**src/rtl/pio_input_conditioner.sv**
```systemverilog
// ---------------------------------------------------------------------------
// pio_input_conditioner
//
// Fabric-side front end for the HPS PIO and reset-request inputs. Raw board
// push-buttons and DIP switches are synchronised, then debounced. The clean
// levels feed the button/dipsw PIO exports. Every accepted level change
// produces a one-cycle pulse on the STM hardware-event bus. A long press on
// button 0 produces a timed, active-low warm-reset request into the HPS.
//
// Ports:
//   clk_clk              - system clock
//   reset_reset          - asynchronous, active-high reset of all state
//   button_raw           - raw push-buttons, 0 = pressed
//   dipsw_raw            - raw DIP switches
//   button_export        - debounced buttons (1 = released)
//   dipsw_export         - debounced switches
//   stm_hwevents         - [NUM_SWITCHES-1:0] switch changes,
//                          [NUM_SWITCHES+NUM_BUTTONS-1:NUM_SWITCHES] button
//                          changes, [27] long press, all other bits 0
//   f2h_warm_reset_req_n - active-low warm-reset request to the HPS
//
// Parameter limits: DEBOUNCE_CYCLES, LONG_PRESS_CYCLES and RESET_PULSE_CYCLES
// must be >= 1, and NUM_SWITCHES + NUM_BUTTONS must be <= 27.
// ---------------------------------------------------------------------------
module pio_input_conditioner #(
    parameter int NUM_BUTTONS        = 2,
    parameter int NUM_SWITCHES       = 4,
    parameter int DEBOUNCE_CYCLES    = 500000,
    parameter int LONG_PRESS_CYCLES  = 150000000,
    parameter int RESET_PULSE_CYCLES = 16
) (
    input  logic                    clk_clk,
    input  logic                    reset_reset,
    input  logic [NUM_BUTTONS-1:0]  button_raw,
    input  logic [NUM_SWITCHES-1:0] dipsw_raw,
    output logic [NUM_BUTTONS-1:0]  button_export,
    output logic [NUM_SWITCHES-1:0] dipsw_export,
    output logic [27:0]             stm_hwevents,
    output logic                    f2h_warm_reset_req_n
);

    // Buttons and switches are handled as one vector whose bit order matches
    // the low part of the event bus: switches at the bottom, buttons above.
    localparam int NUM_INPUTS = NUM_BUTTONS + NUM_SWITCHES;
    localparam int DB_W       = $clog2(DEBOUNCE_CYCLES + 1);
    localparam int LP_MAX     = (LONG_PRESS_CYCLES > RESET_PULSE_CYCLES) ?
                                LONG_PRESS_CYCLES : RESET_PULSE_CYCLES;
    localparam int LP_W       = $clog2(LP_MAX + 1);
    localparam int BTN0_IDX   = NUM_SWITCHES;

    // Idle level of every input: buttons released (1), switches off (0).
    localparam logic [NUM_INPUTS-1:0] RESET_LEVELS =
        {{NUM_BUTTONS{1'b1}}, {NUM_SWITCHES{1'b0}}};

    localparam logic [DB_W-1:0] DB_LAST    = DB_W'(DEBOUNCE_CYCLES - 1);
    localparam logic [LP_W-1:0] LP_LAST    = LP_W'(LONG_PRESS_CYCLES - 1);
    localparam logic [LP_W-1:0] PULSE_LAST = LP_W'(RESET_PULSE_CYCLES - 1);

    typedef enum logic [1:0] {
        ST_IDLE,
        ST_HELD,
        ST_REQ,
        ST_WAIT_REL
    } lp_state_t;

    logic [NUM_INPUTS-1:0]            raw_all;
    logic [NUM_INPUTS-1:0]            sync1_q, sync1_d;
    logic [NUM_INPUTS-1:0]            sync2_q, sync2_d;
    logic [NUM_INPUTS-1:0]            stable_q, stable_d;
    logic [NUM_INPUTS-1:0]            evt_q, evt_d;
    logic [NUM_INPUTS-1:0][DB_W-1:0]  db_cnt_q, db_cnt_d;

    lp_state_t                        lp_state_q, lp_state_d;
    logic [LP_W-1:0]                  lp_cnt_q, lp_cnt_d;
    logic                             lp_evt_q, lp_evt_d;
    logic                             req_n_q, req_n_d;
    logic                             btn0_pressed;

    assign raw_all = {button_raw, dipsw_raw};

    // Two-flop synchroniser stages.
    always_comb begin
        sync1_d = raw_all;
        sync2_d = sync1_q;
    end

    // Per-bit debounce: the counter only runs while the synchronised level
    // disagrees with the accepted level. Any return to agreement clears it,
    // so a level is accepted only after DEBOUNCE_CYCLES unbroken cycles.
    always_comb begin
        stable_d = stable_q;
        evt_d    = '0;
        db_cnt_d = '0;
        for (int i = 0; i < NUM_INPUTS; i++) begin
            if (sync2_q[i] != stable_q[i]) begin
                if (db_cnt_q[i] == DB_LAST) begin
                    stable_d[i] = sync2_q[i];
                    evt_d[i]    = 1'b1;
                end else begin
                    db_cnt_d[i] = db_cnt_q[i] + DB_W'(1);
                end
            end
        end
    end

    assign btn0_pressed = ~stable_q[BTN0_IDX];

    // Long-press FSM on debounced button 0. One counter serves both the hold
    // time in HELD and the pulse width in REQ. WAIT_REL blocks a second
    // request until the button has been let go.
    always_comb begin
        lp_state_d = lp_state_q;
        lp_cnt_d   = '0;
        lp_evt_d   = 1'b0;
        case (lp_state_q)
            ST_IDLE: begin
                if (btn0_pressed) begin
                    lp_state_d = ST_HELD;
                end
            end
            ST_HELD: begin
                if (!btn0_pressed) begin
                    lp_state_d = ST_IDLE;
                end else if (lp_cnt_q == LP_LAST) begin
                    lp_state_d = ST_REQ;
                    lp_evt_d   = 1'b1;
                end else begin
                    lp_cnt_d = lp_cnt_q + LP_W'(1);
                end
            end
            ST_REQ: begin
                // The button level is ignored here so that the pulse always
                // has its full width.
                if (lp_cnt_q == PULSE_LAST) begin
                    lp_state_d = ST_WAIT_REL;
                end else begin
                    lp_cnt_d = lp_cnt_q + LP_W'(1);
                end
            end
            ST_WAIT_REL: begin
                if (!btn0_pressed) begin
                    lp_state_d = ST_IDLE;
                end
            end
            default: begin
                lp_state_d = ST_IDLE;
            end
        endcase
        // The request comes from a flop, so it is low for exactly the cycles
        // spent in REQ.
        req_n_d = (lp_state_d != ST_REQ);
    end

    always_ff @(posedge clk_clk or posedge reset_reset) begin
        if (reset_reset) begin
            sync1_q    <= RESET_LEVELS;
            sync2_q    <= RESET_LEVELS;
            stable_q   <= RESET_LEVELS;
            evt_q      <= '0;
            db_cnt_q   <= '0;
            lp_state_q <= ST_IDLE;
            lp_cnt_q   <= '0;
            lp_evt_q   <= 1'b0;
            req_n_q    <= 1'b1;
        end else begin
            sync1_q    <= sync1_d;
            sync2_q    <= sync2_d;
            stable_q   <= stable_d;
            evt_q      <= evt_d;
            db_cnt_q   <= db_cnt_d;
            lp_state_q <= lp_state_d;
            lp_cnt_q   <= lp_cnt_d;
            lp_evt_q   <= lp_evt_d;
            req_n_q    <= req_n_d;
        end
    end

    assign button_export        = stable_q[NUM_INPUTS-1:NUM_SWITCHES];
    assign dipsw_export         = stable_q[NUM_SWITCHES-1:0];
    assign f2h_warm_reset_req_n = req_n_q;

    // Event bus assembly: change pulses at the bottom, long press on bit 27.
    always_comb begin
        stm_hwevents                 = '0;
        stm_hwevents[NUM_INPUTS-1:0] = evt_q;
        stm_hwevents[27]             = lp_evt_q;
    end

endmodule
```
**config.mk**
```make
export PLATFORM = sky130hd
export DESIGN_NAME = pio_input_conditioner
export DESIGN_NICKNAME = d
export VERILOG_FILES = /design/src/rtl/pio_input_conditioner.sv
export SDC_FILE = /design/constraint.sdc
export NUM_CORES = 1
export LEC_CHECK = 0
export CAP_MARGIN = 40
export CORE_AREA = 2 2 166 168
export CTS_CLUSTER_SIZE = 8
export DETAILED_ROUTE_END_ITERATION = 16
export DIE_AREA = 0 0 168 170
export GPL_ROUTABILITY_DRIVEN = 0
export SETUP_SLACK_MARGIN = 0.15
export SYNTH_ARGS = -nofsm -noshare
export SYNTH_HDL_FRONTEND = slang
export SYNTH_SLANG_ARGS = --single-unit
```
**constraint.sdc**
```tcl
create_clock -name clk_clk -period 8.9 [get_ports clk_clk]
set_clock_uncertainty 0.1 [all_clocks]
set_input_delay 1.335 -clock clk_clk [delete_from_list [all_inputs] [get_ports clk_clk]]
set_output_delay 1.335 -clock clk_clk [all_outputs]
set_load 0.005 [all_outputs]
```
==> summary by stage <==
Critical path
The start point of the critical path is stable_q[4]. The critical path capture point type is a primary output. The cell class contributing the biggest share of worst-path delay is flip-flops. The worst register-to-register path begins at db_cnt_q[52].

In this run the register-to-register setup slack is 6.62 ns. At the worst endpoint, the required time is 7.47 ns. Traced cell by cell, the critical path runs through clkdlybuf4s50_1. Along the worst path, the maximum fanout reaches 9.

The standard cell with the maximum stage delay on the critical path is sky130_fd_sc_hd__dfstp_2. The startpoint kind of the worst setup timing path is a flop. The critical path start-end classification is reg2out. For the worst setup path, the data arrival time is 1.61 ns. On the worst path, the slowest cell contributes a delay of 0.62 ns. The destination of the worst register-to-register timing path is db_cnt_q[53].

The number of buffers and inverters on the critical path is 1. The depth of the most critical reg-to-reg path is 4.

Power
The largest vdd supply drop is 0.125 mV. Power spread over the standard cell area amounts to 175 nW/um^2. The total design power is 1.63 mW. The cell leakage power is 3.91 nW.

Timing
The actual transition at the worst max-transition pin is 0.786 ns. Adding up every negative setup slack in the final design gives 0 ns. Setup violations remaining at the end of the flow were counted as 0.

The maximum clock rate is 0.329 GHz. The final critical path takes up 34.2% of the cycle. Setup repair after global routing left no endpoint under its margin.

The worst path in the final design needs a cycle of 3.04 ns, including I/O delays and setup. The worst slew slack as a fraction of its limit is 47.1%. The post-route worst setup slack is 5.86 ns. The max-slew violation count is 0.

The final hold violation count was 0.

Global routing
The first-pass GRT wire length is 25.1 mm. Entering global routing, the biggest net connects 75 pins. Global routing consumed, on the met2 layer, 17.5% of the routing resources.

Global routing used 10.7% of the available tracks. The number of global-route vias before repair is 5321. The global-route track usage on met3 is 2.51%.

Summed over all layers, the global routing overflow is 0. The initial antenna violation count is 0. The most utilized layer in the global route result is met2. Global routing used 13.9% of the available met1 tracks.

CTS
In this run the deepest clock path goes through 2 buffers. The number of levels in the clock H-tree is 4. After clock tree synthesis, the clock-pin slew on the worst setup and hold paths is 0.06 ns. The clock buffer count from CTS is 17. Clock latency on the worst-skew pair, taken at its later pin, is 0.42 ns. The CTS root buffer is sky130_fd_sc_hd__clkbuf_16. The hold buffer count at cts is 0. The clock tree from TritonCTS is done.

In this run the post-CTS setup repair buffer count came out at 0. The count of clock tree sinks is 170. Gates resized during post-CTS repair numbered 0.

Logic synthesis
Synthesis produced a netlist whose cell count is 820. The share of flip-flops with an asynchronous set or reset is 100%. In the post-synthesis netlist, the biggest area contributors are sky130_fd_sc_hd__dfrtp_1 50%, sky130_fd_sc_hd__nor2_1 7.9%, sky130_fd_sc_hd__xnor2_1 7.3%. The post-synthesis average cell area is 10.0 um^2. The count of yosys warnings during synthesis is 0. The share of the Yosys chip area taken by registers is 51.9%. After synthesis the cells add up to 8210 um^2.

Among all flip-flop cells after synthesis, the most frequent one is sky130_fd_sc_hd__dfrtp_1. Of the post-synthesis cell area, the dominant cell type holds 49.7%. The most area-hungry cell type in the Yosys netlist is sky130_fd_sc_hd__dfrtp_1. The distinct cell type count after synthesis is 46. The flip-flop and latch count after synthesis is 170. The count of flip-flops with a built-in enable after synthesis is 0.

Sorting the synthesized cells by how often they occur yields 172 x sky130_fd_sc_hd__nor2_1, 163 x sky130_fd_sc_hd__dfrtp_1, 68 x sky130_fd_sc_hd__xnor2_1. The most common cell in the synthesized netlist is sky130_fd_sc_hd__nor2_1.

Cells and area
The final cell count without fillers is 1196. Of the cells placed in the final design, the portion with a size suffix greater than 1 is 6.67%. The cell area after layout is 9280 um^2. The final net count is 861. The total inserted antenna cells is 0. From synthesis to final layout, the design area changed by 13.0%.

Worst hold path
The hold path depth is 0. In this run the most critical hold path is launched from sync1_q[0]. In this run the worst hold path is classified as reg2reg. The hold path endpoint is sync2_q[0].

Drt
Using the TritonRoute via totals, the vias-per-cell ratio works out to 4.50. The remaining routing DRC violations is 0. The total wire length is 14.1 mm. The detail route stage leaves a number of antenna-violating nets equal to 0. The first detailed-routing pass took 4 iterations. In this run, the number of DRC markers left after iteration 0 of detailed routing was 196. Dividing the detail-routed wire length by the instance count gives 11.8 um. The total via count after detailed routing is 5380.

Die
The vertical die dimension is 170 um. The row count is 60. The core area is 26700 um^2. The overall die area is 28600 um^2.

The number of top-level design ports is 43. The initial utilization of the core area, before any placement, comes to 30.8%. The width of the die is 168 um.

Place
The placed wire-length estimate after detailed placement is 9.63 mm. The number of I/O port buffers is 21. The placed cell area is 8650 um^2. The number of cells after detailed placement is 1164. The minimum setup slack after placement is 5.77 ns.

Run
The number of max-cap violations is 0.

Outcome
The flow ran to the end, and the final reports show no timing, DRC or antenna violations.
## power breakdown
group	internal (mW)	switching [mW]	total, mW
logic	0.0114	0.0320	0.0434
registers	0.783	0.00829	0.791
clock network	0.499	0.293	0.792
## layout by cell type (no fill, tap or decap), types with 4 or more instances in the layout
cell type,instances
sky130_fd_sc_hd__a21oi_1,4
sky130_fd_sc_hd__and2_1,7
sky130_fd_sc_hd__and3_1,19
sky130_fd_sc_hd__and4_1,15
sky130_fd_sc_hd__bufinv_16,5
sky130_fd_sc_hd__clkbuf_1,4
sky130_fd_sc_hd__clkbuf_16,17
sky130_fd_sc_hd__clkdlybuf4s50_1,21
sky130_fd_sc_hd__conb_1,21
sky130_fd_sc_hd__dfrtp_1,163
sky130_fd_sc_hd__dfstp_2,7
sky130_fd_sc_hd__ha_1,11
sky130_fd_sc_hd__inv_1,20
sky130_fd_sc_hd__mux2_2,6
sky130_fd_sc_hd__nand2_1,58
sky130_fd_sc_hd__nand3_1,54
sky130_fd_sc_hd__nand4_1,28
sky130_fd_sc_hd__nor2_1,172
sky130_fd_sc_hd__nor3_1,20
sky130_fd_sc_hd__nor4_1,17
sky130_fd_sc_hd__nor4b_1,5
sky130_fd_sc_hd__or3_1,8
sky130_fd_sc_hd__xnor2_1,68
sky130_fd_sc_hd__xor2_1,64
## logic make-up (layout without fill, tap and decap cells)
kind of cell / Yosys count / count (layout) / synth area share, %
muxes: 6 / 6 / 0.823
DFF: 170 / 170 / 51.9
buffers and inverters: 62 / 77 / 4.78
and+or+nand+nor: 424 / 424 / 25.6
xor gates and xnor gates: 132 / 132 / 14.1
other: 1 / 21 / 0.0457
AOI/OAI and AO/OA: 14 / 14 / 1.11
adders and majority gates: 11 / 11 / 1.68
## worst max path at each step
stage	end	slack (ns)	cells after the start
finish	button_export[0]	5.86	1
global route	button_export[0]	5.80	1
CTS	button_export[0]	5.82	1
detailed placement	db_cnt_q[9]	5.77	3
global placement	db_cnt_q[55]	5.77	3
floorplan	db_cnt_q[0]	2.87	1
## registers in the layout (all words and copies together) (netlist names)
name and cells:
lp_cnt_q 28, sync1_q 6, stable_q 6, evt_q 6, db_cnt_q 114, f2h_warm_reset_req_n 1
lp_state_q 2, sync2_q 6, lp_evt_q 1
## metrics by stage
step | util, % | hold slack (ns)
after global placement | 32.4 | 0.233
final | 34.8 | 0.251
after detailed placement | 32.4 | 0.237
after global routing | 34.8 | 0.253
after CTS | 34.8 | 0.249
after floorplan | - | 0.231
## per-layer routing
layer  vias up  part of all wire [%]  wire [um]
met5         -                     0          0
met3        14                   2.4        340
met2        44                    47       6670
li1       2748                     -          -
met1      2574                    49       6880
met4         0                   1.6        225
## final cells by class
type,count,area [um^2]
fillers,2639,17400
flip-flops and latches,170,4260
multi-input cells,608,3630
clock buffers,21,440
well taps,341,427
repair buffers,24,240
clock inverters,11,193
inverters,21,83.8
No activity file was read; power rests on OpenSTA's default activity.
==> edit 1 (same settings) <==
Put a register stage on the outputs `button_export` and `dipsw_export`, cleared by the reset. The values now appear one clock later. The other outputs are not delayed to match.
--- a/src/rtl/pio_input_conditioner.sv
+++ b/src/rtl/pio_input_conditioner.sv
@@ -175,8 +175,15 @@
         end
     end
 
-    assign button_export        = stable_q[NUM_INPUTS-1:NUM_SWITCHES];
-    assign dipsw_export         = stable_q[NUM_SWITCHES-1:0];
+    always_ff @(posedge clk_clk or posedge reset_reset) begin
+        if (reset_reset) begin
+            button_export <= '0;
+            dipsw_export  <= '0;
+        end else begin
+            button_export <= stable_q[NUM_INPUTS-1:NUM_SWITCHES];
+            dipsw_export  <= stable_q[NUM_SWITCHES-1:0];
+        end
+    end
     assign f2h_warm_reset_req_n = req_n_q;
 
     // Event bus assembly: change pulses at the bottom, long press on bit 27.
Check against the original RTL: not equivalent (a bounded check fails within 4 cycles, from zero or initial values and one cycle with reset_reset high).
==> edit 1 against the original RTL <==
- final area rose by 1.8%
- clock power fell by 3.9%
- non-clock buffer count rose by 1
- combinational power rose by 6.7%
- final cell count rose by 0.59%
- worst hold slack got worse by 0.00075 ns
- sequential power rose by 3.4%
- area after synthesis rose by 1.8%
- power fell by 0.11%
- sequential cell count rose by 6
- worst setup slack improved by 0.15 ns
- routed wire length rose by 3.2%
- largest power group is now sequential cells
- highest routed layer unchanged
==> edit 1: results <==
set metrics [dict create \
    status "complete, no violations" \
    internal_power_mw 1.23 \
    vias_per_cell 4.55 \
    cp_max_fo 1 \
    netlist-cell-type-count 46 \
    track_usage_pct 11.1 \
    clk_latency_ns 0.44 \
    routed_wl_mm 14.6 \
    grt_pass1_vias 5480 \
    vdd_drop_max_uv 119 \
    yosysSeqAreaShare_pct 52.8 \
    n_antenna_cell 0 \
    first_iter_violations 396 \
    max-clock-path-buffers 2 \
    timing.slew.headroom_pct 49.8 \
    grt_pass1_wl_mm 26.0 \
    slowest_delay_ns 0.53 \
    drtPass1Iterations 4 \
    root_buffer "clkbuf_16" \
    hpwlAfterDp_mm 9.56 \
    grt_max_degree 83 \
    ys_top_cells_by_count "nor2_1 (172), dfrtp_1 (169), xnor2_1 (68)" \
    p_leak_nw 4.01 \
    arrival_ns 1.45 \
    drive_above_1_share_pct 7.19 \
]
==> edit 1: changes by cell type after synthesis, sizes merged <==
cell / unedited run / this run
dfrtp: 163 / 169
==> edit 1: metal layers <==
metal	vias to the layer above	GRT usage (%)	part of all wire [%]
met3	17	2.21	2.5
met1	2628	14.7	50
li1	2766	-	-
met5	-	0	0
met2	65	17.6	45
met4	0	4.95	1.7
==> edit 1: worst paths after layout <==
path,cells after the start,to,slack [ns],from
setup / recovery,1,f2h_warm_reset_req_n,6.01,f2h_warm_reset_req_n
hold / removal,0,sync2_q[2],0.25,sync1_q[2]
setup reg to reg,6,lp_cnt_q[23],6.55,lp_cnt_q[13]
hold reg to reg,0,sync2_q[2],0.25,sync1_q[2]
max in group asynchronous,5,stable_q[5],6.26,reset_reset
min in group asynchronous,2,db_cnt_q[84],1.12,reset_reset
==> edit 1: layout make-up <==
| type | count | area [sq um] |
|---|---|---|
| Clock buffer | 18 | 439 |
| Clock inverter | 14 | 164 |
| Fill cell | 2642 | 17200 |
| Inverter | 21 | 83.8 |
| Multi-Input combinational cell | 608 | 3630 |
| Sequential cell | 176 | 4410 |
| Tap cell | 341 | 427 |
| Timing Repair Buffer | 25 | 288 |
==> edit 1: metrics by stage <==
| stage | worst slack [ns] | hold WS (ns) | util (%) | cells | area [sq um] |
|---|---|---|---|---|---|
| after floorplan | 2.70 | 0.231 | - | 846 | 8440 |
| after global placement | 5.23 | 0.233 | 32.9 | 1168 | 8770 |
| after detailed placement | 5.72 | 0.235 | 33.2 | 1171 | 8840 |
| after CTS | 5.99 | 0.252 | 35.4 | 1203 | 9450 |
| after global routing | 5.98 | 0.262 | 35.4 | 1203 | 9450 |
| final | 6.01 | 0.250 | 35.4 | 1203 | 9450 |
==> edit 1: power by group through the flow <==
stage	Combinational, mW	Clock, mW	Sequential, mW
2_1_floorplan	0.0427	0	0.831
3_3_place_gp	0.0451	0	0.833
3_5_place_dp	0.0485	0	0.833
4_1_cts	0.0488	0.784	0.818
5_1_grt	0.0552	0.816	0.819
6_report	0.0463	0.761	0.818
==> edit 1: logic make-up (layout without fill, tap and decap cells) <==
| group | count (synthesis) | in the layout | share of synthesized area, % |
|---|---|---|---|
| other cells | 1 | 21 | 0.0448 |
| flops | 176 | 176 | 52.8 |
| mux | 6 | 6 | 0.808 |
| simple gates | 424 | 424 | 25.1 |
| compound gates | 14 | 14 | 1.09 |
| buf+inv | 62 | 78 | 4.70 |
| xor+xnor | 132 | 132 | 13.8 |
| fa+ha+maj | 11 | 11 | 1.65 |
==> edit 2 (same settings) <==
Without the edit above. Change the parameter `RESET_PULSE_CYCLES` from 16 to 32.
--- a/src/rtl/pio_input_conditioner.sv
+++ b/src/rtl/pio_input_conditioner.sv
@@ -27,7 +27,7 @@
     parameter int NUM_SWITCHES       = 4,
     parameter int DEBOUNCE_CYCLES    = 500000,
     parameter int LONG_PRESS_CYCLES  = 150000000,
-    parameter int RESET_PULSE_CYCLES = 16
+    parameter int RESET_PULSE_CYCLES = 32
 ) (
     input  logic                    clk_clk,
     input  logic                    reset_reset,
Check against the original RTL: no difference found for any inputs over 10 cycles, from zero or initial values and one cycle with reset_reset high; that may be too few to reach the edited logic, so the function may still have changed.
==> edit 2 against the original RTL <==
- combinational power grew 4%
- count of clock-buffer cells in the layout is 3 lower
- routed wire length up 0.82%
- final cell count decreased by 0.50%
- critical path type unchanged
- worst setup slack improved by 0.055 ns
- non-clock buffer count grew 1
- area after synthesis shrank 0.23%
- sequential cell count is the same
- global-route usage fell by 0.054 points
- final area up 0.23%
- via count is 1.3% higher
- power fell by 5.4%
- highest routed layer unchanged
==> edit 2: results <==
set metrics [dict create \
    slowest_delay_ns 0.60 \
    p_leak_nw 4.00 \
    reg.largest.list "db_cnt_q: 114 flops, lp_cnt_q: 28 flops" \
    hold_viol 0 \
    status "complete, no violations" \
    wl_per_cell_um 12.0 \
    dr_wl_met3_um 344 \
    dpl-instance-area_sq_mm 0.00874 \
    max-clock-path-buffers 2 \
    ys_top_cells_by_count "nor2_1 (169), dfrtp_1 (163), xor2_1 (77)" \
    cts_buffers 17 \
    htreeDepth 4 \
    io_buffers 21 \
    dr.max_layer_used "met4" \
    drive_above_1_share_pct 7.30 \
    gr-usage-met2_pct 16.3 \
    first_iter_violations 302 \
    fillers 2675 \
    netlist-cell-type-count 49 \
    synthCells 812 \
    yosysSeqAreaShare_pct 52.0 \
    hpwlAfterDp_mm 9.39 \
    grtUsageMet1_pct 15.0 \
    nets 856 \
    synthTopCellsByArea "dfrtp_1 (50%), xor2_1 (8.2%), nor2_1 (7.7%)" \
    cts-resized-gates 0 \
    dr_wl_met2_mm 6.28 \
    finish.utilization_pct 34.9 \
    synth-main-ff-cell "dfrtp_1" \
    clk_latency_ns 0.42 \
    routed_wl_mm 14.2 \
    vdd_drop_max_uv 128 \
    arrival_ns 1.55 \
    dp_slack_ns 5.86 \
    antenna_found_initial 0 \
    synth_async_sr_flop_share_pct 100 \
    hold_path.class "reg2reg" \
    postCtsSetupBuffers 0 \
    start_util_pct 30.7 \
    routedLengthMet1_mm 7.44 \
    track_usage_pct 10.7 \
    grt_util_met3_pct 2.47 \
    clk_pin_slew_ns 0.06 \
    cp_max_fo 8 \
    grt_pass1_wl_mm 25.3 \
    grt_max_degree 92 \
    path_delay_family "flip-flops" \
    grt_pass1_vias 5292 \
    cp_slowest_cell "dfstp_2" \
    n_antenna_cell 0 \
    drtPass1Iterations 4 \
    vias_per_cell 4.58 \
    place_inst 1159 \
    internal_power_mw 1.19 \
    root_buffer "clkbuf_16" \
    worstMarginPinSlew_ns 0.736 \
    yosys_warnings 0 \
]
## edit 2: changes by cell type after synthesis, moves of 4 or more
cell     unedited run  this run
buf_6               6         2
nand3_1            54        61
or3_1               8         3
nand4_1            28        35
buf_4              22        26
xor2_1             64        77
nor3_1             20        12
nor2b_1             2         6
xnor2_1            68        55
## edit 2: kinds of logic after synthesis
logic type,synth area share (%)
and+or+nand+nor,26.1
adders and majority gates,1.68
DFF,52.0
other,0.0458
xor gates and xnor gates,14.1
AOI/OAI and AO/OA,1.13
muxes,0.824
buffers and inverters,4.09
## edit 2: final cells by class
| cell class | instances | area share [%] |
|---|---|---|
| Clock buffer | 18 | 4.72 |
| Clock inverter | 13 | 1.33 |
| Inverter | 19 | 0.821 |
| Multi-Input combinational cell | 604 | 39.5 |
| Sequential cell | 170 | 45.8 |
| Tap cell | 341 | 4.59 |
| Timing Repair Buffer | 25 | 3.23 |
## edit 2: worst paths after layout
path	from	to	slack [ns]	depth (start not counted)
worst max register to register	lp_cnt_q[0]	lp_cnt_q[26]	6.57	7
worst min-delay path	sync1_q[3]	sync2_q[3]	0.25	0
worst max-delay path	stable_q[4]	button_export[0]	5.91	1
min in group asynchronous	reset_reset	evt_q[2]	1.10	2
worst min register to register	sync1_q[3]	sync2_q[3]	0.25	0
max in group asynchronous	reset_reset	lp_cnt_q[4]	6.39	5
## edit 2: power by group through the flow
stage / Sequential, mW / Combinational (mW) / Clock, mW
global placement: 0.805 / 0.0432 / 0
CTS: 0.791 / 0.0471 / 0.726
detailed placement: 0.805 / 0.0471 / 0
global route: 0.792 / 0.0534 / 0.764
floorplan: 0.804 / 0.0392 / 0
finish: 0.791 / 0.0450 / 0.703
